File: config.mk
export PLATFORM = sky130hd
export DESIGN_NAME = if_stage
export DESIGN_NICKNAME = d
export VERILOG_FILES = /design/src/rtl/if_stage_pkg.sv /design/src/rtl/if_id_reg.sv /design/src/rtl/if_stage.sv
export SDC_FILE = /design/constraint.sdc
export NUM_CORES = 1
export LEC_CHECK = 0
export ABC_AREA = 0
export CAP_MARGIN = 25
export CORE_MARGIN = 4
export CORE_UTILIZATION = 42
export DETAILED_ROUTE_END_ITERATION = 8
export GPL_TIMING_DRIVEN = 0
export PLACE_DENSITY = 0.89
export SLEW_MARGIN = 20
export SYNTH_ARGS = -nofsm -noshare
export SYNTH_HDL_FRONTEND = slang
export SYNTH_SLANG_ARGS = --single-unit
File: constraint.sdc
create_clock -name clock -period 2.8 [get_ports clock]
set_input_delay 0.42 -clock clock [delete_from_list [all_inputs] [get_ports clock]]
set_output_delay 0.42 -clock clock [all_outputs]
set_load 0.02 [all_outputs]
File: src/rtl/if_stage_pkg.sv
// Shared definitions for the instruction-fetch stage: default parameters,
// the IF/ID payload record and the next-PC selector.
package if_stage_pkg;

  localparam int          INSTR_W      = 32;
  localparam logic [31:0] DEF_RESET_PC = 32'h0000_3000;
  localparam int          DEF_IM_AW    = 10;
  localparam logic [31:0] DEF_NOP      = 32'h0000_0000;

  typedef enum logic [1:0] {
    NPC_HOLD     = 2'd0,
    NPC_REDIRECT = 2'd1,
    NPC_SEQ      = 2'd2
  } npc_sel_e;

  typedef struct packed {
    logic [31:0]        pc;
    logic [31:0]        pc4;
    logic [INSTR_W-1:0] instr;
    logic               valid;
  } ifid_t;

  // Redirect targets are forced onto a word boundary.
  function automatic logic [31:0] word_align(input logic [31:0] addr);
    return addr & 32'hFFFF_FFFC;
  endfunction

endpackage

File: src/rtl/if_id_reg.sv
// IF/ID pipeline register: hold has priority over flush; flush loads a bubble.
// Asynchronous active-low clear to the same bubble value.
module if_id_reg
  import if_stage_pkg::*;
#(
  parameter logic [31:0] NOP = DEF_NOP
) (
  input  logic  clock,
  input  logic  reset,
  input  logic  hold,
  input  logic  flush,
  input  ifid_t d,
  output ifid_t q
);

  localparam ifid_t BUBBLE = '{pc: 32'd0, pc4: 32'd0, instr: NOP, valid: 1'b0};

  ifid_t q_reg;

  always_ff @(posedge clock or negedge reset) begin
    if (!reset) begin
      q_reg <= BUBBLE;
    end else if (hold) begin
      q_reg <= q_reg;
    end else if (flush) begin
      q_reg <= BUBBLE;
    end else begin
      q_reg <= d;
    end
  end

  assign q = q_reg;

endmodule

File: src/rtl/if_stage.sv
// Instruction-fetch stage: PC register, next-PC selection, fetch range check,
// fault/delivery bookkeeping, and the IF/ID register handed to decode.
module if_stage
  import if_stage_pkg::*;
#(
  parameter logic [31:0] RESET_PC = DEF_RESET_PC,
  parameter int          IM_AW    = DEF_IM_AW,
  parameter logic [31:0] NOP      = DEF_NOP
) (
  input  logic             clock,
  input  logic             reset,
  input  logic             stall,
  input  logic             redirect,
  input  logic [31:0]      redirect_pc,
  output logic [IM_AW-1:0] imem_index,
  input  logic [31:0]      imem_rdata,
  output logic [31:0]      pc,
  output logic [31:0]      id_pc,
  output logic [31:0]      id_pc4,
  output logic [31:0]      id_instr,
  output logic             id_valid,
  output logic             fetch_fault,
  output logic [31:0]      fetch_count
);

  logic [31:0] pc_reg, pc_next;
  logic        fault_reg, fault_next;
  logic [31:0] count_reg, count_next;
  npc_sel_e    npc_sel;

  logic [31:0] pc4;
  logic [31:0] pc_off;
  logic [31:0] pc_word;
  logic        in_range;
  logic [31:0] fetched;

  ifid_t ifid_d, ifid_q;

  // Word offset from the memory base; the upper bits must be zero to be in range.
  assign pc4        = pc_reg + 32'd4;
  assign pc_off     = pc_reg - RESET_PC;
  assign pc_word    = pc_off >> 2;
  assign in_range   = (pc_reg >= RESET_PC) && ((pc_word >> IM_AW) == 32'd0);
  assign imem_index = pc_word[IM_AW-1:0];
  assign fetched    = in_range ? imem_rdata : NOP;

  always_comb begin
    npc_sel    = NPC_SEQ;
    pc_next    = pc_reg;
    fault_next = fault_reg;
    count_next = count_reg;

    if (stall) begin
      npc_sel = NPC_HOLD;
    end else if (redirect) begin
      npc_sel = NPC_REDIRECT;
    end

    case (npc_sel)
      NPC_HOLD: begin
        pc_next = pc_reg;
      end
      NPC_REDIRECT: begin
        pc_next = word_align(redirect_pc);
        if (redirect_pc[1:0] != 2'b00) begin
          fault_next = 1'b1;
        end
      end
      NPC_SEQ: begin
        pc_next    = pc4;
        count_next = count_reg + {31'd0, in_range};
        if (!in_range) begin
          fault_next = 1'b1;
        end
      end
      default: begin
        pc_next = pc_reg;
      end
    endcase
  end

  always_ff @(posedge clock or negedge reset) begin
    if (!reset) begin
      pc_reg    <= RESET_PC;
      fault_reg <= 1'b0;
      count_reg <= 32'd0;
    end else begin
      pc_reg    <= pc_next;
      fault_reg <= fault_next;
      count_reg <= count_next;
    end
  end

  // An out-of-range fetch travels down as a NOP bubble rather than a real instruction.
  assign ifid_d = '{pc: pc_reg, pc4: pc4, instr: fetched, valid: in_range};

  if_id_reg #(
    .NOP (NOP)
  ) u_if_id_reg (
    .clock (clock),
    .reset (reset),
    .hold  (npc_sel == NPC_HOLD),
    .flush (npc_sel == NPC_REDIRECT),
    .d     (ifid_d),
    .q     (ifid_q)
  );

  assign pc          = pc_reg;
  assign id_pc       = ifid_q.pc;
  assign id_pc4      = ifid_q.pc4;
  assign id_instr    = ifid_q.instr;
  assign id_valid    = ifid_q.valid;
  assign fetch_fault = fault_reg;
  assign fetch_count = count_reg;

endmodule
==> results of run 1 <==
how the worst min path moves through the flow:
stage	start	cells after the start	to
floorplan	reset	0	fetch_count[0]$_DFFE_PN0P_
global placement	u_if_id_reg.q[84]$_DFFE_PN0P_	2	u_if_id_reg.q[84]$_DFFE_PN0P_
detailed placement	reset	1	u_if_id_reg.q[42]$_DFFE_PN0P_
CTS	redirect	4	fetch_count[2]$_DFFE_PN0P_
global route	redirect	4	fetch_count[2]$_DFFE_PN0P_
finish	u_if_id_reg.q[84]$_DFFE_PN0P_	2	u_if_id_reg.q[84]$_DFFE_PN0P_
cell usage after synthesis (18+ instances only):
| cell | n |
|---|---|
| nand2_1 | 112 |
| nand3_1 | 38 |
| a22oi_1 | 19 |
| o21ai_0 | 42 |
| dfrtp_1 | 155 |
| nor3_1 | 21 |
| nor2_1 | 27 |
| o211ai_1 | 18 |
| a22o_1 | 36 |
| clkbuf_1 | 37 |
| xnor2_1 | 24 |
worst register-to-register path, stage by stage (launching register included):
cell,delay [ns]
dfstp_2,0.59
nand2_4,0.06
or3_4,0.36
nor3_4,0.22
ha_2,0.23
ha_4,0.12
or3b_4,0.39
or3_4,0.49
nor4_4,0.19
xor2_1,0.17
through the flow:
step                      cells  total power, mW  utilization
after floorplan             745             3.26            -
after global placement     1206             3.98        0.586
after detailed placement   1207             4.01        0.588
after CTS                  1241             6.39        0.628
after global routing       1242             6.60        0.630
final                      1242             6.39        0.630
cell families (layout without fill, tap and decap cells):
group	count (synthesis)	in the layout	synth area share
and+or+nand+nor	282	283	0.197
DFF	157	157	0.528
xor gates and xnor gates	41	41	0.0482
other	1	3	0.000504
buffers and inverters	92	362	0.0591
AOI/OAI and AO/OA	167	167	0.161
adders and majority gates	4	4	0.00672
power groups by stage:
stage	sequential [mW]	combinational [mW]	clock, mW
4_1_cts	2.62	1.37	2.40
6_report	2.63	1.38	2.38
3_3_place_gp	2.62	1.35	0
3_5_place_dp	2.63	1.38	0
5_1_grt	2.65	1.46	2.50
2_1_floorplan	2.81	0.458	0
layer usage:
| metal | vias to the layer above | wire length [um] |
|---|---|---|
| met1 | 3580 | 10100 |
| met5 | - | 0 |
| met2 | 501 | 12300 |
| met3 | 87 | 2640 |
| met4 | 0 | 1190 |
| li1 | 3228 | - |
area by class of cell:
cell class	instances	area [um2]
Inverter	17	63.8
Fill cell	1379	6420
Clock inverter	15	176
Multi-Input combinational cell	497	3240
Antenna cell	1	2.50
Sequential cell	157	3930
Tap cell	225	282
Buffer	66	335
Clock buffer	17	425
Timing Repair Buffer	247	2470
what timing repair did:
action                                  4_1_cts  5_1_grt
setup buffers                                 8        1
hold buffers                                  1        0
endpoints found under the setup margin       24       23
resized for setup                             7       11
pin swaps                                     7       10
endpoints found under the hold margin        62        0
gates cloned                                  0        1
==> impl_results.md, run 1 <==
* FF-to-FF setup slack at -0.09 ns
* Slew Viols, Final at 0
* Ys async rst share at 1.00
* # DRC at 0
* Port bufs at 236
* Synth warn at 0
* M1 GR Usage at 0.347
* Critical Path AT at 3.24 ns
* Combinational Power Share at 0.216
* CTS H-tree depth at 4
* ANT nets after route at 0
* R2R cell count at 9
* Worst-path fanout max at 7
* CP Launch Type: flop
* Synth top area cells: dfrtp_1 (52%), nand2_1 (5.6%), a22o_1 (4.2%)
* Average cell area after synthesis at 10.0 um2
* Worst hold slack at ~0.47 ns
* Net Sw Frac at 0.313
* Largest delay share family, worst path: simple AND/OR/NAND/NOR gates
* # clock sinks at 157
* DR iter-0 viols at 748
* Worst path depth at 9
* Worst-path cell chain: nand2_4 -> or3_4 -> nor3_4 -> ha_2 -> ha_4 -> or3b_4 -> or3_4 -> nor4_4 -> xor2_1
* Final hold violation count at 0
* Worst path max stage delay at around 0.59 ns
* Routed WL at 26.3 mm
* Leading register cell type out of synthesis: dfrtp_1
* Period Utilization, post-route at 1.03
* Largest net degree at the start of global routing at 96
* Int Pwr at roughly 4.4 mW
* Setup Skew at 0.00931 ns
* GPL Wtd Cong at 0.956
* Share of post-route cells with drive strength above 1 at 0.110
* Total track usage at 0.260
* Worst R2R Start: pc[13]$_DFFE_PN1P_
* Initial Util at 0.429
* Clk buf depth at 2
* Mapped Cells at 744
* DIE WIDTH at 141 um
* Grt peak-use layer: met2
* Die Y-Extent at about 140 um
* Core ar. at 0.0174 mm2
* Vias in the first global route at 7216
* GR met2 Demand/Resource at 0.402
* Via count at 7396
* Most common cell after layout, fill and taps aside: clkdlybuf4s50_1
* Met3 track demand over resource at 0.0495
* DP Worst Slack at -0.279 ns
* Worst slew pin tran at 0.899 ns
* Switching power total at about 2 mW
* Worst Setup SP: pc[13]$_DFFE_PN1P_
* Sequential share of the synthesized area at 0.528
* Hold Crit Class: reg -> reg
* Design area at around 0.011 mm2
* # rows at 48
* Clk slew on worst S/H paths at 0.07 ns
* Fmax at 346 MHz
* Global route total overflow at 0
* Most frequent cells in the layout: clkdlybuf4s50_1 (235), dfrtp_1 (153), nand2_1 (111), o21ai_0 (42), nand3_1 (38)
* Sequential fraction of design power at 0.412
* Maxcap violations at 0
* TNS Setup at -0.587 ns
* Synth top area share at 0.521
* Area Growth Syn to Fin at 46.8%
* Nature of the critical path endpoint: flop
* Yosys top cell by area: dfrtp_1
* Failing checks: negative setup slack
* Post-DP HPWL at 19.1 mm
* Final Worst Setup Slack at -0.0874 ns
* Post-DP Area at roughly 0.010 mm2
* Largest register FFs at 94
* Slowest CP cell: dfstp_2
* Die area at 0.0199 mm2
* Crit Path Class: reg -> reg
* Synth cell types at 61
* Post-synth EDFFs at 0
* Clk_lat worst skew at roughly 0.43 ns
* Reg2reg end: fetch_count[30]$_DFFE_PN0P_
* # IOs at 240
* Cts bufs inserted at 17
* Synth Cell Area at 0.00745 mm2
* WP data required at 3.15 ns
* RSZ-0062 raised after global routing: true
* CTS tree: done
* Number of buffers and inverters on the critical path at 0
* Avg WL per Cell at roughly 21 um
* Total power density per cell area at 584 mW/mm2
* Critical Path End: fetch_count[30]$_DFFE_PN0P_
* Antenna violations before repair at 1
* Final #Nets at 1075
* VDD IR max at 465 uV
* Cell mode on critical path: or3_4
* Drt via density at around 6.0
* Clock share of power at 0.372
* First-pass GRT wire length at 40.6 mm
* 1st-pass router iterations at 6
* Tmin final at 2.89 ns
* Final setup fails at 10
* Leak at 4.66 nW
* Root Buffer: clkbuf_16
* Status: complete, but fails checks
* Rel. slew slack at 0.401
* Synth Register Bits at 157
Note: power is estimated with default switching activity, not from simulation.
==> inputs of run 2 (changes only) <==
--- a/config.mk
+++ b/config.mk
@@ -7,12 +7,13 @@
 export LEC_CHECK = 0
 export ABC_AREA = 0
 export CAP_MARGIN = 25
+export CORE_ASPECT_RATIO = 0.9
 export CORE_MARGIN = 4
 export CORE_UTILIZATION = 42
 export DETAILED_ROUTE_END_ITERATION = 8
 export GPL_TIMING_DRIVEN = 0
 export PLACE_DENSITY = 0.89
-export SLEW_MARGIN = 20
+export SLEW_MARGIN = 30
 export SYNTH_ARGS = -nofsm -noshare
 export SYNTH_HDL_FRONTEND = slang
 export SYNTH_SLANG_ARGS = --single-unit
==> run 2 against run 1 <==
Combinational power hardly changed. Sequential power about the same. First-iteration DRC count decreased by 5.5%. Flip-flop and latch count unchanged. Critical path type unchanged. The run still ends with negative setup slack left. Non-clock buffer count is 8 higher.
==> impl_results.md, run 2 (synthesis gave the netlist of run 1 again) <==
* Critical Path End: fetch_count[18]$_DFFE_PN0P_ (was fetch_count[30]$_DFFE_PN0P_)
* Share of post-route cells with drive strength above 1 at 0.124 (was 0.110)
* RSZ-0062 raised after global routing: true (unchanged)
* WP data required at 3.15 ns (about the same)
* GPL Wtd Cong at 0.986 (was 0.956)
* Final #Nets at 1082 (was 1075)
* Antenna violations before repair at 0 (was 1)
* Reg2reg end: fetch_count[18]$_DFFE_PN0P_ (was fetch_count[30]$_DFFE_PN0P_)
* Die area at 0.0199 mm2 (about the same)
* Worst path max stage delay at 0.58 ns (was 0.59 ns)
* Slew Viols, Final at 0 (unchanged)
* Largest delay share family, worst path: simple AND/OR/NAND/NOR gates (unchanged)
* M1 GR Usage at 0.372 (was 0.347)
* CTS H-tree depth at 4 (unchanged)
* TNS Setup at -0.951 ns (was -0.587 ns)
* Worst Setup SP: pc[12]$_DFFE_PN1P_ (was pc[13]$_DFFE_PN1P_)
* Slowest CP cell: dfstp_2 (unchanged)
* VDD IR max at 429 uV (was 465 uV)
* Via count at 7232 (was 7396)
* # IOs at 240 (unchanged)
* # rows at 45 (was 48)
* Met3 track demand over resource at 0.0686 (was 0.0495)
* Largest register FFs at 94 (unchanged)
* Worst-path cell chain: nand2_4 -> or3_4 -> nor3_4 -> ha_2 -> ha_4 -> or3b_4 -> buf_6 -> or4_4 -> nor2_4 -> xor2_1 (was nand2_4 -> or3_4 -> nor3_4 -> ha_2 -> ha_4 -> or3b_4 -> or3_4 -> nor4_4 -> xor2_1)
* DP Worst Slack at -0.298 ns (was -0.279 ns)
* Most common cell after layout, fill and taps aside: clkdlybuf4s50_1 (unchanged)
* Reg area at 0.00394 mm2 (was 0.00393 mm2)
* Worst path depth at 10 (was 9)
* Period Utilization, post-route at 1.05 (was 1.03)
* DIE WIDTH at 148 um (was 141 um)
* Worst-path fanout max at 4 (was 7)
* Fmax at 340 MHz (was 346 MHz)
* Total power density per cell area at 598 mW/mm2 (was 584 mW/mm2)
* Grt peak-use layer: met2 (unchanged)
* Final setup fails at 9 (was 10)
* Avg WL per Cell at 21.2 um (was 21.1 um)
* Routed WL at 26.6 mm (was 26.3 mm)
* FF-to-FF setup slack at -0.14 ns (was -0.09 ns)
* Worst R2R Start: pc[12]$_DFFE_PN1P_ (was pc[13]$_DFFE_PN1P_)
* # DRC at 0 (unchanged)
* Nature of the critical path endpoint: flop (unchanged)
* Status: complete, but fails checks (unchanged)
* Largest net degree at the start of global routing at 68 (was 96)
* Final Worst Setup Slack at -0.141 ns (was -0.0874 ns)
* Clk slew on worst S/H paths at 0.06 ns (was 0.07 ns)
* Die Y-Extent at 134 um (was 141 um)
* DR iter-0 viols at 707 (was 748)
* Number of buffers and inverters on the critical path at 1 (was 0)
* Crit Path Class: reg -> reg (unchanged)
* Vias in the first global route at 7305 (was 7216)
* Leak at 4.73 nW (was 4.66 nW)
* 1st-pass router iterations at 7 (was 6)
* Cts bufs inserted at 17 (unchanged)
* Critical Path AT at 3.29 ns (was 3.24 ns)
* Maxcap violations at 0 (unchanged)
* Clk buf depth at 2 (unchanged)
* Clk_lat worst skew at 0.43 ns (about the same)
* Multi-input logic area at 0.00327 mm2 (was 0.00324 mm2)
* CP Launch Type: flop (unchanged)
* Post-DP HPWL at 19.1 mm (about the same)
* First-pass GRT wire length at 41.4 mm (was 40.6 mm)
* Most frequent cells in the layout: clkdlybuf4s50_1 (235), dfrtp_1 (148), nand2_1 (110), o21ai_0 (42), nand3_1 (38) (was clkdlybuf4s50_1 (235), dfrtp_1 (153), nand2_1 (111), o21ai_0 (42), nand3_1 (38))
* Hold Crit Class: in -> async (was reg -> reg)
* Root Buffer: clkbuf_16 (unchanged)
* CTS tree: done (unchanged)
* Port bufs at 236 (unchanged)
* Total track usage at 0.265 (was 0.260)
* Rel. slew slack at 0.364 (was 0.401)
* Core ar. at 0.0171 mm2 (was 0.0174 mm2)
* # clock sinks at 157 (unchanged)
* Failing checks: negative setup slack (unchanged)
* Final hold violation count at 0 (unchanged)
* Diode count at 0 (was 1)
* Global route total overflow at 0 (unchanged)
* Area Growth Syn to Fin at 49.6% (was 46.8%)
* Setup Skew at 0.00762 ns (was 0.00931 ns)
* ANT nets after route at 0 (unchanged)
* R2R cell count at 10 (was 9)
* Initial Util at 0.435 (was 0.429)
* GR met2 Demand/Resource at 0.401 (was 0.402)
* Drt via density at 5.75 (was 5.95)
* Tmin final at 2.94 ns (was 2.89 ns)
* Fillers at 1361 (was 1379)
* Worst slew pin tran at 0.954 ns (was 0.899 ns)
[run 2: cell count changes in the layout (fill, tap and decap cells not counted), sizes merged]
cell | previous run | this run
buf | 45 | 53
or3b | 3 | 2
clkbuf | 49 | 51
diode | 1 | 0
inv | 24 | 19
bufinv | 2 | 5
[run 2: through the flow]
| stage | total power, mW | std cells | area, um2 | utilization | hold slack [ns] |
|---|---|---|---|---|---|
| floorplan | 3.26 | 745 | 7530 | - | 0.124 |
| global placement | 3.99 | 1216 | 10200 | 0.595 | 0.456 |
| detailed placement | 4.02 | 1218 | 10300 | 0.599 | 0.287 |
| CTS | 6.64 | 1253 | 11000 | 0.644 | 0.429 |
| global route | 6.87 | 1258 | 11100 | 0.651 | 0.446 |
| finish | 6.66 | 1258 | 11100 | 0.651 | 0.436 |
[run 2: worst min path at each step]
| stage | from | endpoint | slack (ns) |
|---|---|---|---|
| after floorplan | reset | fetch_count[0]$_DFFE_PN0P_ | 0.12 |
| after global placement | u_if_id_reg.q[87]$_DFFE_PN0P_ | u_if_id_reg.q[87]$_DFFE_PN0P_ | 0.46 |
| after detailed placement | reset | fetch_count[29]$_DFFE_PN0P_ | 0.29 |
| after CTS | reset | fetch_count[29]$_DFFE_PN0P_ | 0.43 |
| after global routing | reset | fetch_count[29]$_DFFE_PN0P_ | 0.45 |
| final | reset | fetch_count[29]$_DFFE_PN0P_ | 0.44 |
[run 2: final cells by class]
class                           count  share of cell area
Sequential cell                   157               0.354
Multi-Input combinational cell    496               0.293
Timing Repair Buffer              255               0.229
Clock buffer                       19              0.0407
Buffer                             66              0.0318
Tap cell                          235              0.0264
Clock inverter                     13              0.0189
Inverter                           17             0.00573
[run 2: worst register-to-register path: stages, from the launching register on]
cell,delay [ns]
dfstp_2,0.58
nand2_4,0.06
or3_4,0.36
nor3_4,0.17
ha_2,0.24
ha_4,0.12
or3b_4,0.40
buf_6,0.13
or4_4,0.56
nor2_4,0.10
xor2_1,0.14
[run 2: what timing repair did]
action                                  in CTS  in global routing
pin swaps                                    7                  7
endpoints found under the hold margin       29                  0
gates resized for setup                     13                 18
endpoints found under the setup margin      25                 21
hold buffers                                 1                  0
setup buffers                                9                  7
[run 2: layer usage]
| layer | up-vias | part of all wire | wire length, um |
|---|---|---|---|
| met5 | - | 0 | 0 |
| met4 | 0 | 0.027 | 731 |
| met3 | 52 | 0.093 | 2480 |
| met2 | 405 | 0.46 | 12300 |
| met1 | 3559 | 0.42 | 11100 |
| li1 | 3216 | - | - |
[run 2: where the power goes]
group	internal [mW]	total (mW)	switching, mW
clock network	1.64	2.62	0.983
logic	0.625	1.38	0.759
registers	2.44	2.66	0.216
==> inputs of run 3 (changes only) <==
--- a/config.mk
+++ b/config.mk
@@ -6,14 +6,14 @@
 export NUM_CORES = 1
 export LEC_CHECK = 0
 export ABC_AREA = 0
-export CAP_MARGIN = 25
+export CAP_MARGIN = 20
 export CORE_ASPECT_RATIO = 0.9
 export CORE_MARGIN = 4
 export CORE_UTILIZATION = 42
 export DETAILED_ROUTE_END_ITERATION = 8
 export GPL_TIMING_DRIVEN = 0
 export PLACE_DENSITY = 0.89
-export SLEW_MARGIN = 30
+export SLEW_MARGIN = 20
 export SYNTH_ARGS = -nofsm -noshare
 export SYNTH_HDL_FRONTEND = slang
 export SYNTH_SLANG_ARGS = --single-unit
==> run 3 against run 2 <==
Total power is 2.7% lower. Global-route usage is 0.39 points lower. The flow still finishes with violations (negative setup slack). Combinational power hardly changed. Worst hold slack worse by 0.42 ns. First-iteration DRC count is 0.57% lower. Critical path depth stayed put. Non-clock buffer count is 1 lower. Die area stayed put. Core utilization is 0.21 points lower.
==> impl_results.md, run 3 (synthesis gave the netlist of run 1 again) <==
* Final std cells w/o fill at 1258 (unchanged)
* ANT nets after route at 0 (unchanged)
* DIE WIDTH at 148 um (unchanged)
* Drt via density at 5.85 (was 5.75)
* Clock share of power at 0.375 (was 0.393)
* Antenna violations before repair at 0 (unchanged)
* WP data required at 3.13 ns (was 3.15 ns)
* Reg area at 0.00394 mm2 (about the same)
* Post-DP HPWL at 19.0 mm (was 19.1 mm)
* Final #Nets at 1081 (was 1082)
* RSZ-0062 raised after global routing: true (unchanged)
* Avg WL per Cell at 21.3 um (was 21.2 um)
* # clock sinks at 157 (unchanged)
* Final Worst Setup Slack at -0.210 ns (was -0.141 ns)
* VDD IR max at 431 uV (was 429 uV)
* Die area at 0.0199 mm2 (unchanged)
* Status: complete, but fails checks (unchanged)
* Fillers at 1365 (was 1361)
* Crit Path Class: reg -> reg (unchanged)
* Routed WL at 26.8 mm (was 26.6 mm)
* Sequential fraction of design power at 0.407 (was 0.399)
* Final hold violation count at 0 (unchanged)
* Most frequent cells in the layout: clkdlybuf4s50_1 (235), dfrtp_1 (149), nand2_1 (109), o21ai_0 (42), nand3_1 (38) (was clkdlybuf4s50_1 (235), dfrtp_1 (148), nand2_1 (110), o21ai_0 (42), nand3_1 (38))
* Setup Skew at 0.00948 ns (was 0.00762 ns)
* Cells after DPL at 1217 (was 1218)
* DR iter-0 viols at 703 (was 707)
* Post-DP Area at 0.0102 mm2 (was 0.0103 mm2)
* # rows at 45 (unchanged)
* Int Pwr at 4.49 mW (was 4.70 mW)
* Clk_lat worst skew at 0.43 ns (about the same)
* CP Launch Type: flop (unchanged)
* Clk buf depth at 2 (unchanged)
* Leak at 4.70 nW (was 4.73 nW)
* Slew Viols, Final at 0 (unchanged)
* Cts bufs inserted at 17 (unchanged)
* Worst slew pin tran at 0.988 ns (was 0.954 ns)
* Largest register FFs at 94 (unchanged)
* Core ar. at 0.0171 mm2 (unchanged)
* Share of post-route cells with drive strength above 1 at 0.126 (was 0.124)
* Final Power at 6.48 mW (was 6.66 mW)
* Port bufs at 236 (unchanged)
* Critical Path AT at 3.34 ns (was 3.29 ns)
* Final setup fails at 11 (was 9)
* Design area at 0.0111 mm2 (about the same)
* Period Utilization, post-route at 1.08 (was 1.05)
* Die Y-Extent at 134 um (unchanged)
* Switching power total at 1.99 mW (was 1.96 mW)
* CTS H-tree depth at 4 (unchanged)
* Multi-input logic area at 0.00331 mm2 (was 0.00327 mm2)
* Most common cell after layout, fill and taps aside: clkdlybuf4s50_1 (unchanged)
* Initial Util at 0.435 (unchanged)
* # IOs at 240 (unchanged)
* First-pass GRT wire length at 40.8 mm (was 41.4 mm)
* Vias in the first global route at 7311 (was 7305)
* Hold Crit Class: in -> async (unchanged)
* Nature of the critical path endpoint: flop (unchanged)
* Clk slew on worst S/H paths at 0.07 ns (was 0.06 ns)
* Worst-path fanout max at 10 (was 4)
* # DRC at 0 (unchanged)
* Net Sw Frac at 0.308 (was 0.294)
* TNS Setup at -1.53 ns (was -0.951 ns)
* Area Growth Syn to Fin at 49.1% (was 49.6%)
* Combinational Power Share at 0.218 (was 0.208)
* Fmax at 332 MHz (was 340 MHz)
* Maxcap violations at 0 (unchanged)
* Failing checks: negative setup slack (unchanged)
* Global route total overflow at 0 (unchanged)
* Via count at 7358 (was 7232)
* Root Buffer: clkbuf_16 (unchanged)
* Rel. slew slack at 0.341 (was 0.364)
* Largest net degree at the start of global routing at 92 (was 68)
* CTS tree: done (unchanged)
* Worst hold slack at 0.0205 ns (was 0.436 ns)
* Total power density per cell area at 584 mW/mm2 (was 598 mW/mm2)
* Tmin final at 3.01 ns (was 2.94 ns)
* Hold-fix buffers at CTS at 0 (was 1)
* GPL Wtd Cong at 0.986 (unchanged)
* 1st-pass router iterations at 5 (was 7)
* Total track usage at 0.261 (was 0.265)
==> run 3: cell types whose count changed in the layout (fill, tap and decap cells not counted), sizes merged <==
cell         change
buf              -1
diode            +1
clkbuf           -1
inv              +1
bufinv           -2
dlygate4sd3      -1
clkinv           +2
clkinvlp         +1
==> run 3: final cells by class <==
class                      instances  area share
sequential                       157       0.355
multi-input combinational        496       0.298
timing repair buffer             252       0.227
clock buffer                      17      0.0383
buffer                            68      0.0329
tap                              235      0.0265
clock inverter                    15      0.0171
inverter                          17     0.00575
antenna                            1    0.000225
==> run 3: critical path: stages (launching register included) <==
cell and delay, ns:
dfrtp_1 0.55, nor4_4 0.34, nand2_2 0.11, nor3_4 0.22, ha_2 0.24, ha_4 0.12
or3b_4 0.39, or3_4 0.39, buf_12 0.16, nor4_4 0.17, xor2_1 0.22
==> run 3: final timing paths <==
kind / startpoint / endpoint / slack [ns] / cells after the start
hold reg to reg: fetch_count[31]$_DFFE_PN0P_ / fetch_count[31]$_DFFE_PN0P_ / 0.47 / 1
setup / recovery: pc[17]$_DFFE_PN0P_ / fetch_count[26]$_DFFE_PN0P_ / -0.21 / 10
max in group asynchronous: reset / pc[28]$_DFFE_PN0P_ / 1.98 / 2
setup reg to reg: pc[17]$_DFFE_PN0P_ / fetch_count[26]$_DFFE_PN0P_ / -0.21 / 10
min in group clock: redirect / fetch_count[2]$_DFFE_PN0P_ / 0.45 / 4
hold / removal: reset / fetch_count[31]$_DFFE_PN0P_ / 0.02 / 1
==> run 3: stage by stage <==
step,setup slack (ns),util
floorplan,-0.0807,-
global placement,-5.11,0.595
detailed placement,-0.307,0.597
CTS,-0.192,0.639
global route,-0.311,0.648
finish,-0.210,0.649
==> run 3: metal layers <==
metal / vias to the layer above / track usage / routed length [um]
met5: - / 0 / 0
met4: 0 / 0.0954 / 797
met3: 67 / 0.0699 / 2850
met2: 475 / 0.395 / 12300
met1: 3606 / 0.363 / 10800
li1: 3210 / - / -
==> run 3: timing repair <==
| action | CTS | global route |
|---|---|---|
| setup buffers | 5 | 10 |
| pin swaps | 6 | 13 |
| resized for setup | 11 | 29 |
| endpoints found under the setup margin | 25 | 24 |
==> run 3: power groups by stage <==
stage	clock network (mW)	registers, mW	logic [mW]
3_3_place_gp	0	2.63	1.36
2_1_floorplan	0	2.81	0.458
5_1_grt	2.54	2.66	1.49
3_5_place_dp	0	2.63	1.38
4_1_cts	2.45	2.61	1.38
6_report	2.43	2.64	1.41
